--- src/rtl/frame_dma_sequencer_pkg.sv ---
// Shared types and constants for the frame DMA sequencer: FSM state encoding
// and line-buffer geometry.
package camerica_pkg;

  typedef enum logic [2:0] {
    IDLE,
    SYNC,
    WAIT_LINE,
    READ,
    WRITE,
    FRAME_DONE
  } state_t;

  localparam int BYTES_PER_WORD = 8;
  localparam int BUF_WORDS      = 512;
  localparam int WORD_AW        = $clog2(BUF_WORDS);

endpackage

--- src/rtl/frame_dma_sequencer_if.sv ---
// Bus bundle for the sequencer: line-memory read port plus the Avalon-MM
// write master into HPS SDRAM.
interface frame_dma_sequencer_if;
  import camerica_pkg::*;

  logic               vm_bus_enable;
  logic               vm_rw;
  logic [WORD_AW:0]   vm_address;
  logic               vm_acknowledge;
  logic [63:0]        vm_read_data;

  logic [31:0]        m_address;
  logic               m_write;
  logic [63:0]        m_writedata;
  logic               m_waitrequest;

  modport master (
    output vm_bus_enable, vm_rw, vm_address, m_address, m_write, m_writedata,
    input  vm_acknowledge, vm_read_data, m_waitrequest
  );

  modport slave (
    input  vm_bus_enable, vm_rw, vm_address, m_address, m_write, m_writedata,
    output vm_acknowledge, vm_read_data, m_waitrequest
  );

endinterface

--- src/rtl/frame_dma_sequencer_edge_detect.sv ---
// Registered edge detector: samples the input once and flags either any
// toggle or only a rising edge. The first clock after reset primes the
// history so a static level never reads as an edge.
module edge_detect #(
  parameter bit RISE_ONLY = 1'b0
) (
  input  logic clk,
  input  logic rst_n,
  input  logic d,
  output logic q,
  output logic hit
);

  logic hist;
  logic primed;

  always_ff @(posedge clk or negedge rst_n) begin
    if (!rst_n) begin
      q      <= 1'b0;
      hist   <= 1'b0;
      primed <= 1'b0;
    end else if (!primed) begin
      q      <= d;
      hist   <= d;
      primed <= 1'b1;
    end else begin
      q      <= d;
      hist   <= q;
    end
  end

  assign hit = RISE_ONLY ? (q & ~hist) : (q ^ hist);

endmodule

--- src/rtl/frame_dma_sequencer.sv ---
// Drains each completed line from the double-buffered line memory into HPS
// SDRAM at a running address, counts frames and flags overruns/short frames.
module frame_dma_sequencer
  import camerica_pkg::*;
#(
  parameter int LINE_WORDS  = 160,
  parameter int FRAME_LINES = 480
) (
  input  logic                        clk,
  input  logic                        rst_n,
  input  logic                        dma_enable,
  input  logic [31:0]                 dma_base,
  input  logic                        which_line,
  input  logic                        vid_vblank,
  input  logic                        err_clear,
  frame_dma_sequencer_if.master       bus,
  output logic                        dma_active,
  output logic [31:0]                 frame_counter,
  output logic                        new_frame,
  output logic                        err_overrun,
  output logic                        err_short
);

  localparam logic [WORD_AW:0]   LAST_WORD = (WORD_AW + 1)'(LINE_WORDS);
  localparam logic [10:0]        LAST_LINE = 11'(FRAME_LINES);
  localparam logic [31:0]        PTR_STEP  = 32'(BYTES_PER_WORD);

  state_t               state;
  logic [31:0]          pointer;
  logic [WORD_AW-1:0]   word;
  logic [9:0]           line_cnt;
  logic                 drain_buf;
  logic                 quit_idle;
  logic                 quit_sync;

  logic                 wl_level;
  logic                 wl_tgl;
  logic                 vb_level_unused;
  logic                 vb_rise;

  logic [WORD_AW:0]     word_nxt;
  logic [10:0]          line_nxt;

  edge_detect #(.RISE_ONLY(1'b0)) u_line_edge (
    .clk   (clk),
    .rst_n (rst_n),
    .d     (which_line),
    .q     (wl_level),
    .hit   (wl_tgl)
  );

  edge_detect #(.RISE_ONLY(1'b1)) u_vblank_edge (
    .clk   (clk),
    .rst_n (rst_n),
    .d     (vid_vblank),
    .q     (vb_level_unused),
    .hit   (vb_rise)
  );

  assign word_nxt  = {1'b0, word} + 1'b1;
  assign line_nxt  = {1'b0, line_cnt} + 11'd1;
  assign bus.vm_rw = 1'b1;

  always_ff @(posedge clk or negedge rst_n) begin
    if (!rst_n) begin
      state             <= IDLE;
      pointer           <= '0;
      word              <= '0;
      line_cnt          <= '0;
      drain_buf         <= 1'b0;
      quit_idle         <= 1'b0;
      quit_sync         <= 1'b0;
      bus.vm_bus_enable <= 1'b0;
      bus.vm_address    <= '0;
      bus.m_address     <= '0;
      bus.m_write       <= 1'b0;
      bus.m_writedata   <= '0;
      dma_active        <= 1'b0;
      frame_counter     <= '0;
      new_frame         <= 1'b0;
      err_overrun       <= 1'b0;
      err_short         <= 1'b0;
    end else begin
      new_frame <= 1'b0;
      // A clear in the same cycle as a new error loses: error sets come later.
      if (err_clear) begin
        err_overrun <= 1'b0;
        err_short   <= 1'b0;
      end

      unique case (state)
        IDLE: begin
          if (dma_enable) begin
            state      <= SYNC;
            dma_active <= 1'b1;
          end
        end

        SYNC: begin
          if (!dma_enable) begin
            state      <= IDLE;
            dma_active <= 1'b0;
          end else if (vb_rise) begin
            pointer  <= dma_base;
            line_cnt <= '0;
            state    <= WAIT_LINE;
          end
        end

        WAIT_LINE: begin
          if (!dma_enable) begin
            state      <= IDLE;
            dma_active <= 1'b0;
          end else begin
            if (vb_rise) begin
              if ({1'b0, line_cnt} < LAST_LINE) err_short <= 1'b1;
              pointer  <= dma_base;
              line_cnt <= '0;
            end
            // The reader has just switched to the other buffer; drain the one it left.
            if (wl_tgl) begin
              drain_buf         <= ~wl_level;
              word              <= '0;
              bus.vm_bus_enable <= 1'b1;
              bus.vm_address    <= {~wl_level, {WORD_AW{1'b0}}};
              state             <= READ;
            end
          end
        end

        READ: begin
          if (!dma_enable) begin
            bus.vm_bus_enable <= 1'b0;
            state             <= IDLE;
            dma_active        <= 1'b0;
          end else if (wl_tgl) begin
            err_overrun       <= 1'b1;
            bus.vm_bus_enable <= 1'b0;
            state             <= SYNC;
          end else if (bus.vm_acknowledge) begin
            bus.vm_bus_enable <= 1'b0;
            bus.m_write       <= 1'b1;
            bus.m_address     <= pointer;
            bus.m_writedata   <= bus.vm_read_data;
            state             <= WRITE;
          end
        end

        WRITE: begin
          // Aborts are remembered so the in-flight Avalon write always completes.
          if (wl_tgl) begin
            err_overrun <= 1'b1;
            quit_sync   <= 1'b1;
          end
          if (!dma_enable) quit_idle <= 1'b1;

          if (!bus.m_waitrequest) begin
            bus.m_write <= 1'b0;
            pointer     <= pointer + PTR_STEP;
            word        <= word + 1'b1;
            quit_idle   <= 1'b0;
            quit_sync   <= 1'b0;
            if (quit_idle || !dma_enable) begin
              state      <= IDLE;
              dma_active <= 1'b0;
            end else if (quit_sync || wl_tgl) begin
              state <= SYNC;
            end else if (word_nxt == LAST_WORD) begin
              line_cnt <= line_nxt[9:0];
              if (line_nxt == LAST_LINE) begin
                state         <= FRAME_DONE;
                new_frame     <= 1'b1;
                frame_counter <= frame_counter + 32'd1;
              end else begin
                state <= WAIT_LINE;
              end
            end else begin
              bus.vm_bus_enable <= 1'b1;
              bus.vm_address    <= {drain_buf, word_nxt[WORD_AW-1:0]};
              state             <= READ;
            end
          end
        end

        FRAME_DONE: begin
          state <= SYNC;
        end

        default: begin
          state      <= IDLE;
          dma_active <= 1'b0;
        end
      endcase
    end
  end

endmodule

--- src/flat_wrapper.sv ---
// flat-port wrapper written by rule: the top's interface ports become plain ports
module frame_dma_sequencer_flat import camerica_pkg::*;
#(
  parameter int LINE_WORDS  = 160,
  parameter int FRAME_LINES = 480
)
  (clk, rst_n, dma_enable, dma_base, which_line, vid_vblank, err_clear, dma_active, frame_counter, new_frame, err_overrun, err_short, bus_vm_bus_enable, bus_vm_rw, bus_vm_address, bus_m_address, bus_m_write, bus_m_writedata, bus_vm_acknowledge, bus_vm_read_data, bus_m_waitrequest);
  frame_dma_sequencer_if bus_i ();
  input  logic clk;
  input  logic rst_n;
  input  logic dma_enable;
  input  logic [31:0] dma_base;
  input  logic which_line;
  input  logic vid_vblank;
  input  logic err_clear;
  output logic dma_active;
  output logic [31:0] frame_counter;
  output logic new_frame;
  output logic err_overrun;
  output logic err_short;
  output wire logic [$bits(bus_i.vm_bus_enable)-1:0] bus_vm_bus_enable;
  output wire logic [$bits(bus_i.vm_rw)-1:0] bus_vm_rw;
  output wire logic [$bits(bus_i.vm_address)-1:0] bus_vm_address;
  output wire logic [$bits(bus_i.m_address)-1:0] bus_m_address;
  output wire logic [$bits(bus_i.m_write)-1:0] bus_m_write;
  output wire logic [$bits(bus_i.m_writedata)-1:0] bus_m_writedata;
  input wire logic [$bits(bus_i.vm_acknowledge)-1:0] bus_vm_acknowledge;
  input wire logic [$bits(bus_i.vm_read_data)-1:0] bus_vm_read_data;
  input wire logic [$bits(bus_i.m_waitrequest)-1:0] bus_m_waitrequest;
  assign bus_vm_bus_enable = bus_i.vm_bus_enable;
  assign bus_vm_rw = bus_i.vm_rw;
  assign bus_vm_address = bus_i.vm_address;
  assign bus_m_address = bus_i.m_address;
  assign bus_m_write = bus_i.m_write;
  assign bus_m_writedata = bus_i.m_writedata;
  assign bus_i.vm_acknowledge = bus_vm_acknowledge;
  assign bus_i.vm_read_data = bus_vm_read_data;
  assign bus_i.m_waitrequest = bus_m_waitrequest;
  frame_dma_sequencer #(.LINE_WORDS(LINE_WORDS), .FRAME_LINES(FRAME_LINES)) u_core (.clk(clk), .rst_n(rst_n), .dma_enable(dma_enable), .dma_base(dma_base), .which_line(which_line), .vid_vblank(vid_vblank), .err_clear(err_clear), .bus(bus_i), .dma_active(dma_active), .frame_counter(frame_counter), .new_frame(new_frame), .err_overrun(err_overrun), .err_short(err_short));
endmodule
--- config.mk ---
export PLATFORM = sky130hd
export DESIGN_NAME = frame_dma_sequencer_flat
export DESIGN_NICKNAME = d
export VERILOG_FILES = /design/src/rtl/frame_dma_sequencer_pkg.sv /design/src/rtl/frame_dma_sequencer_if.sv /design/src/rtl/frame_dma_sequencer_edge_detect.sv /design/src/rtl/frame_dma_sequencer.sv /design/src/flat_wrapper.sv
export SDC_FILE = /design/constraint.sdc
export NUM_CORES = 1
export LEC_CHECK = 0
export CORE_UTILIZATION = 45
export CTS_CLUSTER_DIAMETER = 30
export CTS_CLUSTER_SIZE = 14
export DETAILED_ROUTE_END_ITERATION = 8
export PLACE_DENSITY_LB_ADDON = 0.08
export SKIP_CTS_REPAIR_TIMING = 1
export SLEW_MARGIN = 5
export SYNTH_ARGS = -nofsm -noshare
export SYNTH_HDL_FRONTEND = slang
export SYNTH_SLANG_ARGS = --single-unit
--- constraint.sdc ---
create_clock -name clk -period 2.4 [get_ports clk]
set_input_delay 0.36 -clock clk [delete_from_list [all_inputs] [get_ports clk]]
set_output_delay 0.36 -clock clk [all_outputs]
set_load 0.005 [all_outputs]
==> results of run 1 <==
path summary, 6_finish.rpt:
check,endpoint,cells after the start
hold reg to reg,u_core.bus.m_writedata[63]$_DFFE_PN0P_,2
hold / removal,u_core.u_vblank_edge.q$_DFF_PN0_,1
setup / recovery,u_core.frame_counter[10]$_DFFE_PN0P_,7
max in group asynchronous,u_core.bus.m_writedata[6]$_DFFE_PN0P_,3
setup reg to reg,u_core.frame_counter[10]$_DFFE_PN0P_,7
min in group asynchronous,u_core.bus.vm_address[8]$_DFFE_PN0P_,2
area by class of cell:
class / count / area, µm²
fill: 1693 / 6700
sequential: 206 / 5160
multi-input combinational: 809 / 4320
timing repair buffer: 295 / 2990
clock buffer: 55 / 1270
tap: 275 / 344
clock inverter: 28 / 332
inverter: 12 / 45.0
sequential cells by signal, summed over array words and instances (netlist names), 3 cells and up:
name and count:
u_core.pointer 32, u_core.bus.m_writedata 64, u_core.bus.vm_address 10, u_core.line_cnt 10, u_core.word 9, u_core.state 3
u_core.frame_counter 32, u_core.bus.m_address 32
stage by stage:
step,total power (W),cell area (µm²),utilization (%)
finish,0.0154,14500,68.3
detailed placement,0.00906,12800,60.6
global route,0.0162,14500,68.3
global placement,0.00895,12800,60.6
CTS,0.0155,14400,68.1
floorplan,0.00667,9770,-
metal layers:
layer	GRT usage [%]	routed length, µm
met4	7.14	434
met3	4.83	1790
met1	34.0	12300
met2	40.2	13100
met5	0	0
cell usage after synthesis, types with 3 or more instances:
cell type and instances:
o21ai_0 53, nand3_1 45, xor2_1 36, o22ai_1 10, mux2_2 6, a21o_1 3
a21oi_1 54, a2bb2oi_1 5, o211ai_1 11, nand2_1 353, nand2b_1 8, a31oi_1 4
inv_1 12, nor2_1 42, o31ai_1 3, and4_1 4, or3_1 3, and3_1 25
nor3_1 29, xnor2_1 8, or2_2 4, nor2b_1 6, clkbuf_1 49, buf_1 8
ha_1 5, nand4_1 20, and2_1 8, dfrtp_1 206, buf_2 10, o2bb2ai_1 8
nor4_1 5, nor4_2 9
cell usage in the layout (no fill, tap or decap), types with 11 or more instances in the layout:
master	instances
inv_1	12
nor3_1	29
nor2_1	40
o21ai_0	53
o211ai_1	11
buf_12	12
clkbuf_16	47
dfrtp_1	205
clkdlybuf4s50_1	246
xor2_1	36
nand2_1	353
nand4_1	20
a21oi_1	54
buf_4	34
nand3_1	44
and3_1	24
cells by family (layout without fill, tap and decap cells):
logic type / Yosys count / after routing / share of synthesized area (%)
fa+ha+maj: 5 / 5 / 0.641
other cells: 1 / 2 / 0.0384
buf+inv: 83 / 390 / 3.52
xor+xnor: 44 / 44 / 3.95
flops: 206 / 206 / 52.8
mux: 8 / 8 / 0.948
compound gates: 178 / 178 / 11.5
simple gates: 572 / 572 / 26.6
power by group:
part / total (W) / leakage (nW) / switching [W] / internal (W)
registers: 0.00534 / 2.69 / 0.000781 / 0.00455
clock network: 0.00639 / 0.788 / 0.00200 / 0.00440
logic: 0.00368 / 3.19 / 0.00151 / 0.00217
total: 0.0154 / 6.66 / 0.00429 / 0.0111
==> flow_summary.yaml, run 1 <==
floorplan:
  pin_count: 249
  die_w_um: 149
  fp-row-count: 53
  dieArea_um2: 22300
  start_util_pct: 46.2
  die_h_um: 149
  placeableCoreArea_um2: 21200
setup_path:
  reg2reg_slack_ps: 100
  cpPeakStageDelay_ps: 520
  arrival_ps: 2740
  path_delay_family: "simple AND/OR/NAND/NOR gates"
  crit_start: "u_core.line_cnt[0]$_DFFE_PN0P_"
  worstPathCellList: "ha_1, or4_1, a21oi_1, o211ai_1, buf_4, nor4_2, xor2_1"
  setup.worst_path.end_class: "flip-flop"
  start_kind: "flip-flop"
  path_class: "flip-flop to flip-flop"
  r2r-start: "u_core.line_cnt[0]$_DFFE_PN0P_"
  critPathMaxFanout: 11
  cp.required_ps: 2840
  cpMaxStageDelayCell: "or4_1"
  path_buf_inv: 1
timing:
  final.setup.tns_ps: 0
  setup_ws_ps: 99.6
  hold_viol: 0
  clock.fmax_mhz: 435
  max_slew.worst_pin.slew_ps: 609
  period_share_pct: 95.9
  finalCriticalPeriod_ps: 2300
  slew_headroom_pct: 59.4
  grt_setup_unrepaired: "no"
  whs_ps: 308
  clock_skew_ps: 13.5
  setup_viol: 0
  drv_slew: 0
clock_network:
  clock_path_buffers: 3
  cts_root_buf: "clkbuf_16"
  tritoncts: "yes"
  clk_latency_ps: 510
  cts_sinks: 206
  htreeDepth: 2
  cts_buffers: 45
  path_clk_slew_ps: 50
detailed_routing:
  num_vias: 8842
  viasPerCell: 5.26
  drt_iter0_drc: 502
  drc: 0
  post_drt_wl_per_cell_um: 16.5
  first_pass_iters: 5
  antenna_left: 0
  drt_wl_total_um: 27700
hold_path:
  hp-start: "vid_vblank"
  hp-class: "primary input to flip-flop"
power_and_ir_drop:
  p_leak_nw: 6.66
  irDropWorstVdd_uv: 553
  powerDensity_nw_per_um2: 1070
placement:
  port_buffers: 247
  place_ws_ps: 3.05
  dpl.cell_count: 1596
  gp_congestion: 0.882
  place_hpwl_um: 18700
outcome:
  status: "completed"
run:
  maxCapViolations: 0
synthesis:
  synth_warnings: 0
  syn_inst: 1097
  synth.top_cell.area_share_pct: 52.8
  netlist_top_cells_area: "dfrtp_1, nand2_1, xor2_1"
  seq_area_frac_synth_pct: 52.8
  synthArstFlopShare_pct: 100
  synth_area_leader_cell: "dfrtp_1"
  synth_edf_count: 0
  avgSynthCellArea_um2: 8.90
  synth_cell_type_count: 71
  ys_seq_elements: 206
  synth-main-ff-cell: "dfrtp_1"
  syn_area_um2: 9760
grt:
  grt_overflow: 0
  grt_usage_pct: 24.9
  grt_antenna_before_repair: 0
  grt_pass1_vias: 8570
  grt_pass1_wl_um: 44400
  grt_max_degree: 69
layout:
  drive_above_1_share_pct: 11.7
  stdcell_count: 1680
  antennaDiodeCount: 0
  num-nets-final: 1478
  synthToLayoutAreaGrowth_pct: 48.0
(Power assumes the default switching activity.)
==> inputs of run 2 (changes only) <==
- CAP_MARGIN: not set -> 20
==> results of run 2 <==
The final DEF is identical to that of run 1; final timing and power are the same.
==> inputs of run 3 (changes only) <==
- SLEW_MARGIN: 5 -> not set
- clock period: 2.4 -> 2 ns (I/O delays scaled with it)
==> run 3 against run 2 <==
  * The run now ends with negative setup slack left
  * Die area did not move
  * Clock-buffer cell count fell by 3
  * Fmax about the same
  * Utilization increased by 5.4 points
==> flow_summary.yaml, run 3 (synthesized netlist as in run 1, its figures left out) <==
floorplan:
  pin_count: 249
  fp-row-count: 53
  dieArea_um2: 22300
  placeableCoreArea_um2: 21200
  die_h_um: 149
  start_util_pct: 46.2
  die_w_um: 149
grt:
  grt_max_degree: 53
  grt_usage_pct: 25.1
  grt_overflow: 0
  grt_pass1_vias: 8776
  grt_pass1_wl_um: 44800
  grt_antenna_before_repair: 2
layout:
  synthToLayoutAreaGrowth_pct: 59.6
  final_common_cell: "nand2_1"
  drive_above_1_share_pct: 19.7
  regMostFlops: "u_core.bus.m_writedata"
  largest_reg_flops: 64
  final_cell_mix: "nand2_1, clkdlybuf4s50_1, dfrtp_1"
  fillers: 1493
  num-nets-final: 1553
clock_network:
  htreeDepth: 2
  cts_buffers: 45
  path_clk_slew_ps: 50
  clock_path_buffers: 3
  clk_latency_ps: 520
  cts_sinks: 206
  cts_root_buf: "clkbuf_16"
  tritoncts: "yes"
placement:
  port_buffers: 247
  gp_congestion: 0.857
  place_hpwl_um: 19400
setup_path:
  start_kind: "flip-flop"
  setup.worst_path.end_class: "flip-flop"
  worstPathCellList: "ha_2, or4_4, a21oi_4, o211ai_1, buf_4, buf_8, nor4_2, xor2_1"
  path_buf_inv: 2
  crit_start: "u_core.line_cnt[0]$_DFFE_PN0P_"
  r2r-start: "u_core.line_cnt[0]$_DFFE_PN0P_"
  path_delay_family: "simple AND/OR/NAND/NOR gates"
  cpMaxStageDelayCell: "or4_4"
  cp.required_ps: 2430
  arrival_ps: 2730
  critPathMaxFanout: 8
  cpPeakStageDelay_ps: 490
  path_class: "flip-flop to flip-flop"
power_and_ir_drop:
  powerDensity_nw_per_um2: 1210
  p_leak_nw: 7.40
  finalPower_w: 0.0188
  irDropWorstVdd_uv: 845
detailed_routing:
  antenna_left: 0
  drt_wl_total_um: 29400
  drc: 0
  viasPerCell: 5.29
  drt_iter0_drc: 450
  num_vias: 9288
  post_drt_wl_per_cell_um: 16.7
  first_pass_iters: 5
timing:
  clock.fmax_mhz: 434
  hold_viol: 0
  setup_viol: 46
  finalCriticalPeriod_ps: 2300
  clock_skew_ps: 15.1
  drv_slew: 0
  grt_setup_unrepaired: "yes"
  period_share_pct: 115
  final.setup.tns_ps: -6510
  setup_ws_ps: -302
outcome:
  violations: "negative setup slack"
  status: "complete, but fails checks"
run:
  maxCapViolations: 0
hold_path:
  hp-start: "vid_vblank"
  hp-class: "primary input to flip-flop"
[run 3: cell types whose count changed in the layout (fill, tap and decap cells not counted), moves of 4 or more]
cell / previous run / this run
o2bb2ai_1: 8 / 1
clkinvlp_4: 3 / 7
o21ai_0: 53 / 47
nor4_4: 1 / 8
nor3_1: 29 / 15
buf_6: 1 / 10
buf_4: 34 / 93
o2bb2ai_2: 0 / 7
nor3_4: 0 / 12
clkinv_2: 10 / 6
buf_12: 12 / 16
nor4_1: 5 / 1
[run 3: worst paths after layout]
path | to | slack (ps) | cells after the start
worst max-delay path | u_core.frame_counter[22]$_DFFE_PN0P_ | -300 | 8
worst max register to register | u_core.frame_counter[22]$_DFFE_PN0P_ | -300 | 8
min in group asynchronous | u_core.frame_counter[6]$_DFFE_PN0P_ | 300 | 2
worst min-delay path | u_core.u_vblank_edge.q$_DFF_PN0_ | 270 | 1
worst min register to register | u_core.bus.m_address[1]$_DFFE_PN0P_ | 460 | 2
max in group asynchronous | u_core.bus.m_writedata[0]$_DFFE_PN0P_ | 970 | 3
[run 3: metrics by stage]
step                      utilization (%)  hold slack, ps  area (µm²)  cells  setup WS [ps]
after detailed placement             63.3             296       13400   1662           -285
final                                73.7             266       15600   1757           -302
after CTS                            70.8            -248       15000   1745           -280
after floorplan                         -            4.41        9820   1098           -329
after global routing                 73.7             261       15600   1757           -372
after global placement               63.3             296       13400   1662           -227
[run 3: report_power, final]
part | total (W) | switching, W | internal (W) | leakage [nW]
combinational | 0.00488 | 0.00203 | 0.00285 | 3.96
clock | 0.00761 | 0.00243 | 0.00518 | 0.757
sequential | 0.00633 | 0.000861 | 0.00547 | 2.68
[run 3: area by class of cell]
class / instances / area, µm² / area share, %
Antenna cell: 2 / 5.00 / 0.0321
Clock buffer: 52 / 1180 / 7.59
Clock inverter: 31 / 404 / 2.59
Inverter: 12 / 45.0 / 0.289
Multi-Input combinational cell: 809 / 4780 / 30.6
Sequential cell: 206 / 5160 / 33.1
Tap cell: 275 / 344 / 2.21
Timing Repair Buffer: 370 / 3670 / 23.6
[run 3: routing by layer]
layer,up-vias,GRT usage [%],share of wire (%)
met5,-,0,0
met4,0,9.23,2.0
met3,43,4.77,6.2
met2,333,40.2,48
met1,4471,34.0,44
li1,4441,-,-
